File: config.mk
export PLATFORM = sky130hd
export DESIGN_NAME = psram_access_sched_flat
export DESIGN_NICKNAME = d
export VERILOG_FILES = /design/src/rtl/psram_access_sched_if.sv /design/src/rtl/psram_access_sched.sv /design/src/flat_wrapper.sv
export SDC_FILE = /design/constraint.sdc
export NUM_CORES = 1
export LEC_CHECK = 0
export CAP_MARGIN = 20
export CORE_MARGIN = 5
export CORE_UTILIZATION = 40
export CTS_CLUSTER_SIZE = 14
export DETAILED_ROUTE_END_ITERATION = 6
export PLACE_DENSITY_LB_ADDON = 0.15
export SYNTH_ARGS = -nofsm -noshare
export SYNTH_HDL_FRONTEND = slang
export SYNTH_SLANG_ARGS = --single-unit
File: constraint.sdc
create_clock -name xClk -period 4.9 [get_ports xClk]
set_input_delay 0.98 -clock xClk [delete_from_list [all_inputs] [get_ports xClk]]
set_output_delay 0.98 -clock xClk [all_outputs]
set_load 0.02 [all_outputs]
File: src/rtl/psram_access_sched_if.sv
// Requester/controller bundle around the PSRAM access scheduler.
// master: the scheduler side; slave: requesters plus PSRAM controller.
interface psram_access_sched_if #(
  parameter int ADDR_W = 23,
  parameter int LEN_W  = 8
);
  logic              vReq;
  logic [ADDR_W-1:0] vAddr;
  logic              vDone;
  logic              vDataValid;
  logic              wReq;
  logic [ADDR_W-1:0] wAddr;
  logic              wRdEn;
  logic              xRamReady;
  logic              wOvf;
  logic              pCmdValid;
  logic              pCmdWrite;
  logic [ADDR_W-1:0] pCmdAddr;
  logic [LEN_W-1:0]  pCmdLen;
  logic              pCmdReady;
  logic              pDataStrobe;
  logic              pDone;

  modport master (
    input  vReq, vAddr, wReq, wAddr, pCmdReady, pDataStrobe, pDone,
    output vDone, vDataValid, wRdEn, xRamReady, wOvf,
           pCmdValid, pCmdWrite, pCmdAddr, pCmdLen
  );

  modport slave (
    output vReq, vAddr, wReq, wAddr, pCmdReady, pDataStrobe, pDone,
    input  vDone, vDataValid, wRdEn, xRamReady, wOvf,
           pCmdValid, pCmdWrite, pCmdAddr, pCmdLen
  );
endinterface

File: src/rtl/psram_access_sched.sv
// Arbitrates the single PSRAM command port between video refill reads and MCU burst writes.
// Optional grant/wait statistics outputs are enabled by defining PSRAM_SCHED_STATS_EN.
module psram_access_sched #(
  parameter int ADDR_W   = 23,
  parameter int LEN_W    = 8,
  parameter int WR_LEN   = 32,
  parameter int VID_LEN  = 64,
  parameter int MAX_WAIT = 256,
  parameter int GAP_CYC  = 2
) (
  input  logic xClk,
  input  logic xRst_n,
  psram_access_sched_if.master bus
`ifdef PSRAM_SCHED_STATS_EN
  ,
  output logic [15:0] statVGrants,
  output logic [15:0] statWGrants,
  output logic [15:0] statMaxWait
`endif
);

  localparam int WAIT_W = $clog2(MAX_WAIT + 1);
  localparam int GAP_W  = (GAP_CYC > 1) ? $clog2(GAP_CYC) : 1;

  typedef enum logic [1:0] {IDLE, ISSUE, XFER, GAP} state_t;
  typedef enum logic {OWN_V, OWN_W} owner_t;

  typedef struct packed {
    logic              write;
    logic [ADDR_W-1:0] addr;
    logic [LEN_W-1:0]  len;
  } cmd_t;

  state_t            state, state_nxt;
  owner_t            owner, owner_nxt;
  cmd_t              cmd, cmd_nxt;
  logic [GAP_W-1:0]  gap_cnt, gap_cnt_nxt;
  logic [WAIT_W-1:0] wait_cnt, wait_cnt_nxt;
  logic [ADDR_W-1:0] w_addr_q;
  logic              w_pend, w_pend_nxt;
  logic              ram_ready_q, v_done_q, w_ovf_q;
  logic              w_busy, w_done, v_done_now, w_accept, wait_max, grant_w;
  logic              cmd_valid, wr_en, vid_valid;

  // A write is "busy" from grant until the post-burst gap drains.
  always_comb begin
    w_busy     = (owner == OWN_W) && (state != IDLE);
    w_done     = (state == XFER) && (owner == OWN_W) && bus.pDone;
    v_done_now = (state == XFER) && (owner == OWN_V) && bus.pDone;
    w_accept   = bus.wReq && (!(w_pend || w_busy) || w_done);
    wait_max   = (wait_cnt == WAIT_W'(MAX_WAIT));
    w_pend_nxt = w_accept ? 1'b1 : (w_done ? 1'b0 : w_pend);
  end

  always_comb begin
    state_nxt   = state;
    owner_nxt   = owner;
    cmd_nxt     = cmd;
    gap_cnt_nxt = gap_cnt;
    grant_w     = 1'b0;
    cmd_valid   = 1'b0;
    wr_en       = 1'b0;
    vid_valid   = 1'b0;
    case (state)
      IDLE: begin
        // Starved writes override video; otherwise video has priority.
        if (w_pend && wait_max) begin
          grant_w = 1'b1;
        end else if (bus.vReq) begin
          state_nxt = ISSUE;
          owner_nxt = OWN_V;
          cmd_nxt   = '{write: 1'b0, addr: bus.vAddr, len: LEN_W'(VID_LEN)};
        end else if (w_pend) begin
          grant_w = 1'b1;
        end
        if (grant_w) begin
          state_nxt = ISSUE;
          owner_nxt = OWN_W;
          cmd_nxt   = '{write: 1'b1, addr: w_addr_q, len: LEN_W'(WR_LEN)};
        end
      end
      ISSUE: begin
        cmd_valid = 1'b1;
        if (bus.pCmdReady) state_nxt = XFER;
      end
      XFER: begin
        wr_en     = bus.pDataStrobe && (owner == OWN_W);
        vid_valid = bus.pDataStrobe && (owner == OWN_V);
        if (bus.pDone) begin
          state_nxt   = GAP;
          gap_cnt_nxt = '0;
        end
      end
      GAP: begin
        if (gap_cnt == GAP_W'(GAP_CYC - 1)) state_nxt = IDLE;
        else gap_cnt_nxt = gap_cnt + 1'b1;
      end
      default: state_nxt = IDLE;
    endcase
  end

  always_comb begin
    wait_cnt_nxt = wait_cnt;
    if (grant_w) wait_cnt_nxt = '0;
    else if (w_pend && !w_busy && !wait_max) wait_cnt_nxt = wait_cnt + 1'b1;
  end

  always_ff @(posedge xClk or negedge xRst_n) begin
    if (!xRst_n) begin
      state       <= IDLE;
      owner       <= OWN_V;
      cmd         <= '0;
      gap_cnt     <= '0;
      wait_cnt    <= '0;
      w_addr_q    <= '0;
      w_pend      <= 1'b0;
      ram_ready_q <= 1'b1;
      v_done_q    <= 1'b0;
      w_ovf_q     <= 1'b0;
    end else begin
      state       <= state_nxt;
      owner       <= owner_nxt;
      cmd         <= cmd_nxt;
      gap_cnt     <= gap_cnt_nxt;
      wait_cnt    <= wait_cnt_nxt;
      w_pend      <= w_pend_nxt;
      if (w_accept) w_addr_q <= bus.wAddr;
      ram_ready_q <= !w_pend_nxt && !((owner_nxt == OWN_W) && (state_nxt != IDLE));
      v_done_q    <= v_done_now;
      w_ovf_q     <= w_ovf_q || (bus.wReq && !w_accept);
    end
  end

`ifdef PSRAM_SCHED_STATS_EN
  always_ff @(posedge xClk or negedge xRst_n) begin
    if (!xRst_n) begin
      statVGrants <= '0;
      statWGrants <= '0;
      statMaxWait <= '0;
    end else begin
      if (cmd_valid && bus.pCmdReady) begin
        if (owner == OWN_W) statWGrants <= statWGrants + 16'd1;
        else                statVGrants <= statVGrants + 16'd1;
      end
      if (grant_w && (16'(wait_cnt) > statMaxWait)) statMaxWait <= 16'(wait_cnt);
    end
  end
`endif

  assign bus.pCmdValid  = cmd_valid;
  assign bus.pCmdWrite  = cmd.write;
  assign bus.pCmdAddr   = cmd.addr;
  assign bus.pCmdLen    = cmd.len;
  assign bus.wRdEn      = wr_en;
  assign bus.vDataValid = vid_valid;
  assign bus.vDone      = v_done_q;
  assign bus.xRamReady  = ram_ready_q;
  assign bus.wOvf       = w_ovf_q;

endmodule

File: src/flat_wrapper.sv
// flat-port wrapper written by rule: the top's interface ports become plain ports
module psram_access_sched_flat 
#(
  parameter int ADDR_W   = 23,
  parameter int LEN_W    = 8,
  parameter int WR_LEN   = 32,
  parameter int VID_LEN  = 64,
  parameter int MAX_WAIT = 256,
  parameter int GAP_CYC  = 2
)
  (xClk, xRst_n, bus_vReq, bus_vAddr, bus_wReq, bus_wAddr, bus_pCmdReady, bus_pDataStrobe, bus_pDone, bus_vDone, bus_vDataValid, bus_wRdEn, bus_xRamReady, bus_wOvf, bus_pCmdValid, bus_pCmdWrite, bus_pCmdAddr, bus_pCmdLen);
  psram_access_sched_if #(.ADDR_W(ADDR_W), .LEN_W(LEN_W)) bus_i ();
  input  logic xClk;
  input  logic xRst_n;
  input wire logic [$bits(bus_i.vReq)-1:0] bus_vReq;
  input wire logic [$bits(bus_i.vAddr)-1:0] bus_vAddr;
  input wire logic [$bits(bus_i.wReq)-1:0] bus_wReq;
  input wire logic [$bits(bus_i.wAddr)-1:0] bus_wAddr;
  input wire logic [$bits(bus_i.pCmdReady)-1:0] bus_pCmdReady;
  input wire logic [$bits(bus_i.pDataStrobe)-1:0] bus_pDataStrobe;
  input wire logic [$bits(bus_i.pDone)-1:0] bus_pDone;
  output wire logic [$bits(bus_i.vDone)-1:0] bus_vDone;
  output wire logic [$bits(bus_i.vDataValid)-1:0] bus_vDataValid;
  output wire logic [$bits(bus_i.wRdEn)-1:0] bus_wRdEn;
  output wire logic [$bits(bus_i.xRamReady)-1:0] bus_xRamReady;
  output wire logic [$bits(bus_i.wOvf)-1:0] bus_wOvf;
  output wire logic [$bits(bus_i.pCmdValid)-1:0] bus_pCmdValid;
  output wire logic [$bits(bus_i.pCmdWrite)-1:0] bus_pCmdWrite;
  output wire logic [$bits(bus_i.pCmdAddr)-1:0] bus_pCmdAddr;
  output wire logic [$bits(bus_i.pCmdLen)-1:0] bus_pCmdLen;
  assign bus_i.vReq = bus_vReq;
  assign bus_i.vAddr = bus_vAddr;
  assign bus_i.wReq = bus_wReq;
  assign bus_i.wAddr = bus_wAddr;
  assign bus_i.pCmdReady = bus_pCmdReady;
  assign bus_i.pDataStrobe = bus_pDataStrobe;
  assign bus_i.pDone = bus_pDone;
  assign bus_vDone = bus_i.vDone;
  assign bus_vDataValid = bus_i.vDataValid;
  assign bus_wRdEn = bus_i.wRdEn;
  assign bus_xRamReady = bus_i.xRamReady;
  assign bus_wOvf = bus_i.wOvf;
  assign bus_pCmdValid = bus_i.pCmdValid;
  assign bus_pCmdWrite = bus_i.pCmdWrite;
  assign bus_pCmdAddr = bus_i.pCmdAddr;
  assign bus_pCmdLen = bus_i.pCmdLen;
  psram_access_sched #(.ADDR_W(ADDR_W), .LEN_W(LEN_W), .WR_LEN(WR_LEN), .VID_LEN(VID_LEN), .MAX_WAIT(MAX_WAIT), .GAP_CYC(GAP_CYC)) u_core (.xClk(xClk), .xRst_n(xRst_n), .bus(bus_i));
endmodule
Word-level counts from Yosys, hierarchy flattened
Cells that the tools add are included.
{"block": "classes", "reduce_logical": 31, "eq_ne": 6, "bitwise_logic": 1, "mux": 29, "n_addsub": 2}
{"operator": "$mux 32", "count": 3}
{"operator": "$mux 9", "count": 2}
{"operator": "$mux 1", "count": 16}
{"operator": "$logic_and 1x1->1", "count": 14}
{"operator": "$mux 2", "count": 6}
{"operator": "$reduce_bool 2->1", "count": 5}
{"operator": "$add 9x1->9 const B", "count": 1}
{"operator": "$eq 9x9->1 const B", "count": 1}
{"operator": "$pmux 2 s4", "count": 1}
{"operator": "$logic_not 1->1", "count": 6}
{"operator": "$eq 2x2->1 const B", "count": 2}
{"operator": "$ne 2x2->1 const B", "count": 2}
{"operator": "$logic_or 1x1->1", "count": 3}
{"operator": "$reduce_and 3->1", "count": 1}
{"operator": "$eq 2x1->1 const B", "count": 1}
{"operator": "$logic_not 2->1", "count": 1}
{"operator": "$pmux 1 s2", "count": 1}
{"operator": "$reduce_and 2->1", "count": 1}
{"operator": "$add 1x1->1 const B", "count": 1}
{"operator": "$not 1->1", "count": 1}
{"block": "totals", "reg_bits": 72, "input_bits": 53, "elab_cells": 81}

Longest topological paths before layout
Gate-level depths: netlist of run 1.
{"block": "logic_depth", "depth_word": 10, "ltp_mapped": 7, "mapped_depth_nobuf": 6}

Worst setup path after synthesis of run 1
No wires, ideal clock.
{"block": "synth_path", "kind": "input to output", "from": "in bus_pDataStrobe", "to": "out bus_wRdEn", "path_buffers": 0, "t_arrival_ns": 1.272, "setup_slack_ns": 2.648, "stages": 1, "required_ns": 3.920, "cell_sequence": "and4_1"}
{"block": "synth_between", "elab_chain_cells": 2}
{"item": "start, declared", "line": "flat_wrapper.sv:20", "text": "input wire logic [$bits(bus_i.pDataStrobe)-1:0] bus_pDataStrobe;"}
{"item": "$logic_and 1x1->1", "line": "psram_access_sched.sv:87", "text": "wr_en = bus.pDataStrobe && (owner == OWN_W);"}
{"item": "$mux 1", "line": "psram_access_sched.sv:64", "text": "case (state)"}
{"item": "end, declared", "line": "flat_wrapper.sv:24", "text": "output wire logic [$bits(bus_i.wRdEn)-1:0] bus_wRdEn;"}
Every way passes these cells.

Worst setup path after layout of run 1
{"block": "layout_path", "from": "in bus_pDataStrobe", "to": "out bus_vDataValid"}
{"block": "layout_between", "elab_chain_cells": 2}
{"item": "$logic_and 1x1->1", "line": "psram_access_sched.sv:88", "text": "vid_valid = bus.pDataStrobe && (owner == OWN_V);"}
{"item": "$mux 1", "line": "psram_access_sched.sv:64"}
{"item": "end, declared", "line": "flat_wrapper.sv:23", "text": "output wire logic [$bits(bus_i.vDataValid)-1:0] bus_vDataValid;"}
Every way passes these cells.

==> results of run 1 <==
-- cells by family (layout without fill, tap and decap cells) --
family,count (synthesis),count (layout)
and+or+nand+nor,63,63
xor gates and xnor gates,4,4
buffers and inverters,26,110
adders and majority gates,2,2
other,1,6
AOI/OAI and AO/OA,49,49
muxes,26,26
DFF,65,65
-- flip-flops by register name, summed over array words and instances (netlist names) --
name,flops
u_core.bus.pCmdLen,2
u_core.owner,1
u_core.bus.xRamReady,1
u_core.w_addr_q,23
u_core.w_pend,1
u_core.bus.wOvf,1
u_core.wait_cnt,9
u_core.state,2
u_core.gap_cnt,1
u_core.bus.pCmdAddr,23
u_core.bus.vDone,1
-- area by class of cell --
class	instances	area, µm²
repair buffers	88	865.8
clock inverters	5	55.05
well taps	99	123.9
fillers	639	3184
inverters	6	22.52
multi-input cells	150	1194
clock buffers	11	141.4
flip-flops and latches	65	1628
-- layer usage --
metal	routed length, µm	GRT usage	vias up
li1	-	-	1021
met1	2981	0.1988	1073
met2	3083	0.2391	62
met3	499	0.05683	6
met4	71	0.05687	0
met5	0	0	-
-- worst max path at each step --
stage / endpoint / slack (ns)
detailed placement: bus_vDataValid / 1.64
CTS: bus_vDataValid / 1.64
finish: bus_vDataValid / 1.65
global placement: bus_vDataValid / 1.67
floorplan: bus_wRdEn / 2.65
global route: bus_vDataValid / 1.61
-- worst max-delay path, delay by kind of cell --
kind                   cells  cell delay, ns
buffers and inverters      2            1.08
and+or+nand+nor            1            0.22
-- synthesized netlist by cell type (all sizes together) (2+ instances only) --
| cell | count | area [µm²] |
|---|---|---|
| a21oi | 5 | 28.78 |
| and4 | 2 | 17.52 |
| and2 | 23 | 143.9 |
| xnor2 | 4 | 35.03 |
| and4bb | 2 | 25.02 |
| a221o | 23 | 230.2 |
| a21o | 3 | 22.52 |
| o21ai | 3 | 15.01 |
| nor2 | 10 | 37.54 |
| inv | 6 | 22.52 |
| a22o | 2 | 17.52 |
| or4 | 2 | 15.01 |
| mux2i | 3 | 30.03 |
| mux2 | 23 | 259.0 |
| o31ai | 2 | 15.01 |
| clkbuf | 4 | 15.01 |
| nand4 | 2 | 12.51 |
| a31oi | 3 | 18.77 |
| nand2b | 2 | 12.51 |
| dfrtp | 64 | 1602 |
| buf | 16 | 102.6 |
| nand2 | 13 | 48.80 |
| nor3 | 3 | 15.01 |
| ha | 2 | 25.02 |
-- stage by stage --
stage	hold slack [ns]	utilization	cells
2_1_floorplan	0.4647	-	241
3_3_place_gp	0.4747	0.5314	408
3_5_place_dp	0.4694	0.5314	408
4_1_cts	0.4971	0.5586	424
5_1_grt	0.5103	0.5586	424
6_report	0.4953	0.5586	424
-- power breakdown --
group | switching [µW] | internal [µW] | total (µW)
sequential | 182 | 780 | 962
combinational | 507 | 597 | 1100
clock | 195 | 247 | 442
total | 884 | 1620 | 2510
==> results.md, run 1 <==
* Status: finished clean
* Reg2Reg Depth at 4
* Max H-tree Level at 3
* Initial antenna violation count at 0
* Fmax at 307.2 MHz
* Routed len/inst at 15.65 µm
* Fin crit share at 0.6643
* Synth Flop Type: dfrtp_1
* Hold Path Sink: u_core.bus.wOvf
* Number of I/O port buffers at 84
* VDD IR max at 265.3 µV
* Xor and xnor area share after synthesis at 0.01195
* Fin. Hold Viols at 0
* Max Transition Viols Final at 0
* Vias at 2,162
* GRT overflow at 0
* Clock transition at the registers of the reported paths at 0.07 ns
* Area Growth Syn to Fin at 37.41%
* Worst-Margin Slew at 1.049 ns
* Vias in the first global route at 2,186
* Hold_buf cts at 0
* Final setup viols at 0
* Complex-gate fraction of the synthesized area at 0.1455
* Minimum clock period at 3.255 ns
* Synth Area per Inst at 12.43 µm²
* Total power draw at 2508 µW
* Crit-path cells: clkdlybuf4s50_1 -> and4bb_2 -> clkdlybuf4s50_1
* Layout cells sized above 1 at 0.1569
* Die X at 95.63 µm
* Commonest non-fill, non-tap cell in the layout: clkdlybuf4s50_1
* Worst setup path start: bus_pDataStrobe
* Hold Path Class: flip-flop to flip-flop
* Crit Reg-Reg Endpoint: u_core.w_addr_q[5]
* Crit-path max FO at 2
* Clk_lat worst skew at 0.33 ns
* Die Footprint at 0.009144 mm²
* Routed vias/inst at 5.099
* Post-synthesis mux area share at 0.09855
* Yosys warning total at 0
* Startpoint Class: input port
* Crit path DAT at 2.28 ns
* First-pass GRT wire length at 10.65 mm
* RSZ-0062 raised after global routing: false
* Worst EP required at 3.92 ns
* Hold path start: u_core.bus.wOvf
* CP max-delay cell: clkdlybuf4s50_1
* Final instance area at 0.004030 mm²
* Cells after synthesis at 236
* Largest net degree at the start of global routing at 37
* Max incr delay on CP at 0.60 ns
* Height of the die at 95.63 µm
* Register area share after synthesis at 0.5550
* Final antenna-violating net count at 0
* Largest family of logic cells by synthesized area: compound AO/OA/AOI/OAI gates
* Starting density of the core at 0.4065
* Cell mode on critical path: clkdlybuf4s50_1
* Final nets at 375
* Adder-Cell Fraction of Synth Area at 0.008532
* Commonest cells after routing, fill and taps aside: 83 x clkdlybuf4s50_1, 64 x dfrtp_1, 23 x and2_1, 23 x a221o_1, 21 x mux2_2
* Synth cell types at 43
* Rows at 31
* Headroom to the max-slew limit at 0.2990
* Mapped Area at 0.002933 mm²
* CP Class: input port to output port
* DRC violations left at 0
* Clk buf depth at 2
* Cell area power density at 622.3 mW/mm²
* Initial DRC Count at 108
* # diodes at 0
* HPWL Detailed at 4.695 mm
* Overall routed net length at 6.636 mm
* Core area at 0.007214 mm²
* TritonCTS buffer count at 9
* Worst hold path depth at 1
* Async S/R FF share, synth at 1.000
* Synth Register Bits at 65
* # resized after CTS at 0
* # clock sinks at 65
* Post-Place Setup Slack at 1.644 ns
* Max cap viols at 0
* Clk root buf: clkbuf_8
* Number of iterations in the first detailed-routing pass at 4
* Post-synth EDFFs at 0
* I/O pins at 91
* Post-CTS setup buffer count at 0
* Overall Global Routing Usage at 0.1548
* Setup TNS at 0 ns
* Slack of the critical path at 1.645 ns
* CTS tree: yes
* GPL Wtd Cong at 0.7576
* Leak pwr at 0.001711 µW
* Simple-Gate Fraction of Synth Area at 0.1314
* Critical Path Sink Type: output port
* R2R Setup Slk at 2.51 ns
* RR Startpoint: u_core.state[1]
* Post-DP Area at 0.003834 mm²
* Final worst clock skew at 0.006057 ns
No activity file was read; power rests on OpenSTA's default activity.
==> run 2: changes to the inputs <==
==> constraint.sdc (replaced) <==
create_clock -name xClk -period 2.7 [get_ports xClk]
set_input_delay 0.54 -clock xClk [delete_from_list [all_inputs] [get_ports xClk]]
set_output_delay 0.54 -clock xClk [all_outputs]
set_load 0.02 [all_outputs]
==> run 2 against run 1 <==
Total power rose by 82%; sequential cell count did not move; sequential power rose by 81%; critical path type unchanged; global-route usage rose by 0.47 points; setup slack got worse by 1.3 ns; hold slack got worse by 0.26 ns.
==> results.md, run 2 (synthesis gave the netlist of run 1 again) <==
* Max cap viols at 0
* Largest net degree at the start of global routing at 40
* CP max-delay cell: clkdlybuf4s50_1
* Vias in the first global route at 2,247
* Commonest non-fill, non-tap cell in the layout: clkdlybuf4s50_1
* Fin crit share at 0.8745
* Area Growth Syn to Fin at 38.57%
* Vias at 2,166
* Status: finished clean
* Starting density of the core at 0.4065
* Final antenna-violating net count at 0
* Clk buf depth at 2
* TritonCTS buffer count at 9
* Final worst clock skew at 0.005970 ns
* Die X at 95.63 µm
* Max incr delay on CP at 0.60 ns
* Crit-path max FO at 2
* Hold Slack at 0.2366 ns
* Total power draw at 4575 µW
* First-pass GRT wire length at 10.99 mm
* VDD IR max at 498.3 µV
* Cell mode on critical path: clkdlybuf4s50_1
* # resized after CTS at 0
* # diodes at 0
* Fmax at 423.5 MHz
* Clk_lat worst skew at 0.33 ns
* Critical Path Sink Type: output port
* Placed insts at 411
* Height of the die at 95.63 µm
* Non-filler cells, final at 425
* Setup TNS at 0 ns
* Fin. Hold Viols at 0
* Max Transition Viols Final at 0
* Core area at 0.007214 mm²
* Initial antenna violation count at 0
* Rows at 31
* Die Footprint at 0.009144 mm²
* Hold Path Class: input port to asynchronous set/reset pin
* Number of I/O port buffers at 84
* HPWL Detailed at 4.746 mm
* Overall Global Routing Usage at 0.1595
* # clock sinks at 65
* DRC violations left at 0
* GRT overflow at 0
* Worst-Margin Slew at 0.6473 ns
* Hold_buf cts at 0
* Post-Place Setup Slack at 0.3417 ns
* Crit path DAT at 1.82 ns
* Initial DRC Count at 69
* Leak pwr at 0.001734 µW
* Fill cell count at 640
* Headroom to the max-slew limit at 0.5685
* GPL Wtd Cong at 0.7514
* CP Class: input port to output port
* Crit-path cells: clkdlybuf4s50_1 -> and4bb_2 -> clkdlybuf4s50_1
* I/O pins at 91
* Number of iterations in the first detailed-routing pass at 4
* Final setup viols at 0
* Overall routed net length at 6.705 mm
* Layout cells sized above 1 at 0.1626
* Final nets at 378
* Cell area power density at 1126 mW/mm²
* Post-CTS setup buffer count at 0
* Max H-tree Level at 3
* Clk root buf: clkbuf_8
* CTS tree: yes
* Commonest cells after routing, fill and taps aside: 83 x clkdlybuf4s50_1, 64 x dfrtp_1, 23 x and2_1, 23 x a221o_1, 21 x mux2_2
* Slack of the critical path at 0.3388 ns
* Startpoint Class: input port
* Worst EP required at 2.16 ns
* Routed vias/inst at 5.096
* Routed len/inst at 15.78 µm
* RSZ-0062 raised after global routing: false
* Minimum clock period at 2.361 ns
* Clock transition at the registers of the reported paths at 0.07 ns
run 2: power by group:
group          switching [µW]  total, µW  internal, µW  leakage (µW)
logic                     935       2060          1120      0.000843
registers                 328       1740          1420      0.000794
clock network             338        774           436     0.0000978
total                    1600       4570          2970       0.00173
run 2: area by class of cell:
| type | count | area (µm²) | share of cell area |
|---|---|---|---|
| clock inverter | 4 | 45.04 | 0.01108 |
| multi-input combinational | 150 | 1194 | 0.2937 |
| sequential | 65 | 1628 | 0.4006 |
| clock buffer | 10 | 137.6 | 0.03387 |
| timing repair buffer | 91 | 913.4 | 0.2248 |
| inverter | 6 | 22.52 | 0.005542 |
| tap | 99 | 123.9 | 0.03048 |
run 2: worst paths after layout:
kind,start,to,slack (ns),cells after the start
min in group xClk,u_core.w_addr_q[5],u_core.w_addr_q[5],0.49,1
max reg2reg,u_core.wait_cnt[0],u_core.bus.pCmdAddr[19],0.62,6
max,bus_pDataStrobe,bus_vDataValid,0.34,3
max in group asynchronous,xRst_n,u_core.w_addr_q[12],1.84,2
min reg2reg,u_core.w_addr_q[5],u_core.w_addr_q[5],0.49,1
min,xRst_n,u_core.bus.pCmdAddr[0],0.24,1
run 2: worst max-delay path: cells and delay by family:
kind / cells / cell delay (ns)
buffers and inverters: 2 / 1.07
AND/OR/NAND/NOR: 1 / 0.21
run 2: metrics by stage:
stage / instance area, µm² / utilization
2_1_floorplan: 2952 / -
3_3_place_gp: 3881 / 0.5380
3_5_place_dp: 3881 / 0.5380
4_1_cts: 4064 / 0.5633
5_1_grt: 4064 / 0.5633
6_report: 4064 / 0.5633
run 2: layer usage:
metal / routed length, µm / part of all wire / GRT usage
met1: 2973 / 0.44 / 0.2072
met2: 3200 / 0.48 / 0.2432
met3: 444 / 0.066 / 0.05604
met4: 86 / 0.013 / 0.06280
met5: 0 / 0 / 0
==> run 3: changes to the inputs <==
--- a/config.mk
+++ b/config.mk
@@ -11,6 +11,7 @@
 export CTS_CLUSTER_SIZE = 14
 export DETAILED_ROUTE_END_ITERATION = 6
 export PLACE_DENSITY_LB_ADDON = 0.15
+export SKIP_CTS_REPAIR_TIMING = 1
 export SYNTH_ARGS = -nofsm -noshare
 export SYNTH_HDL_FRONTEND = slang
 export SYNTH_SLANG_ARGS = --single-unit
==> results of run 3 <==
Same layout as run 2: the final DEF is identical, and so are final timing and power.
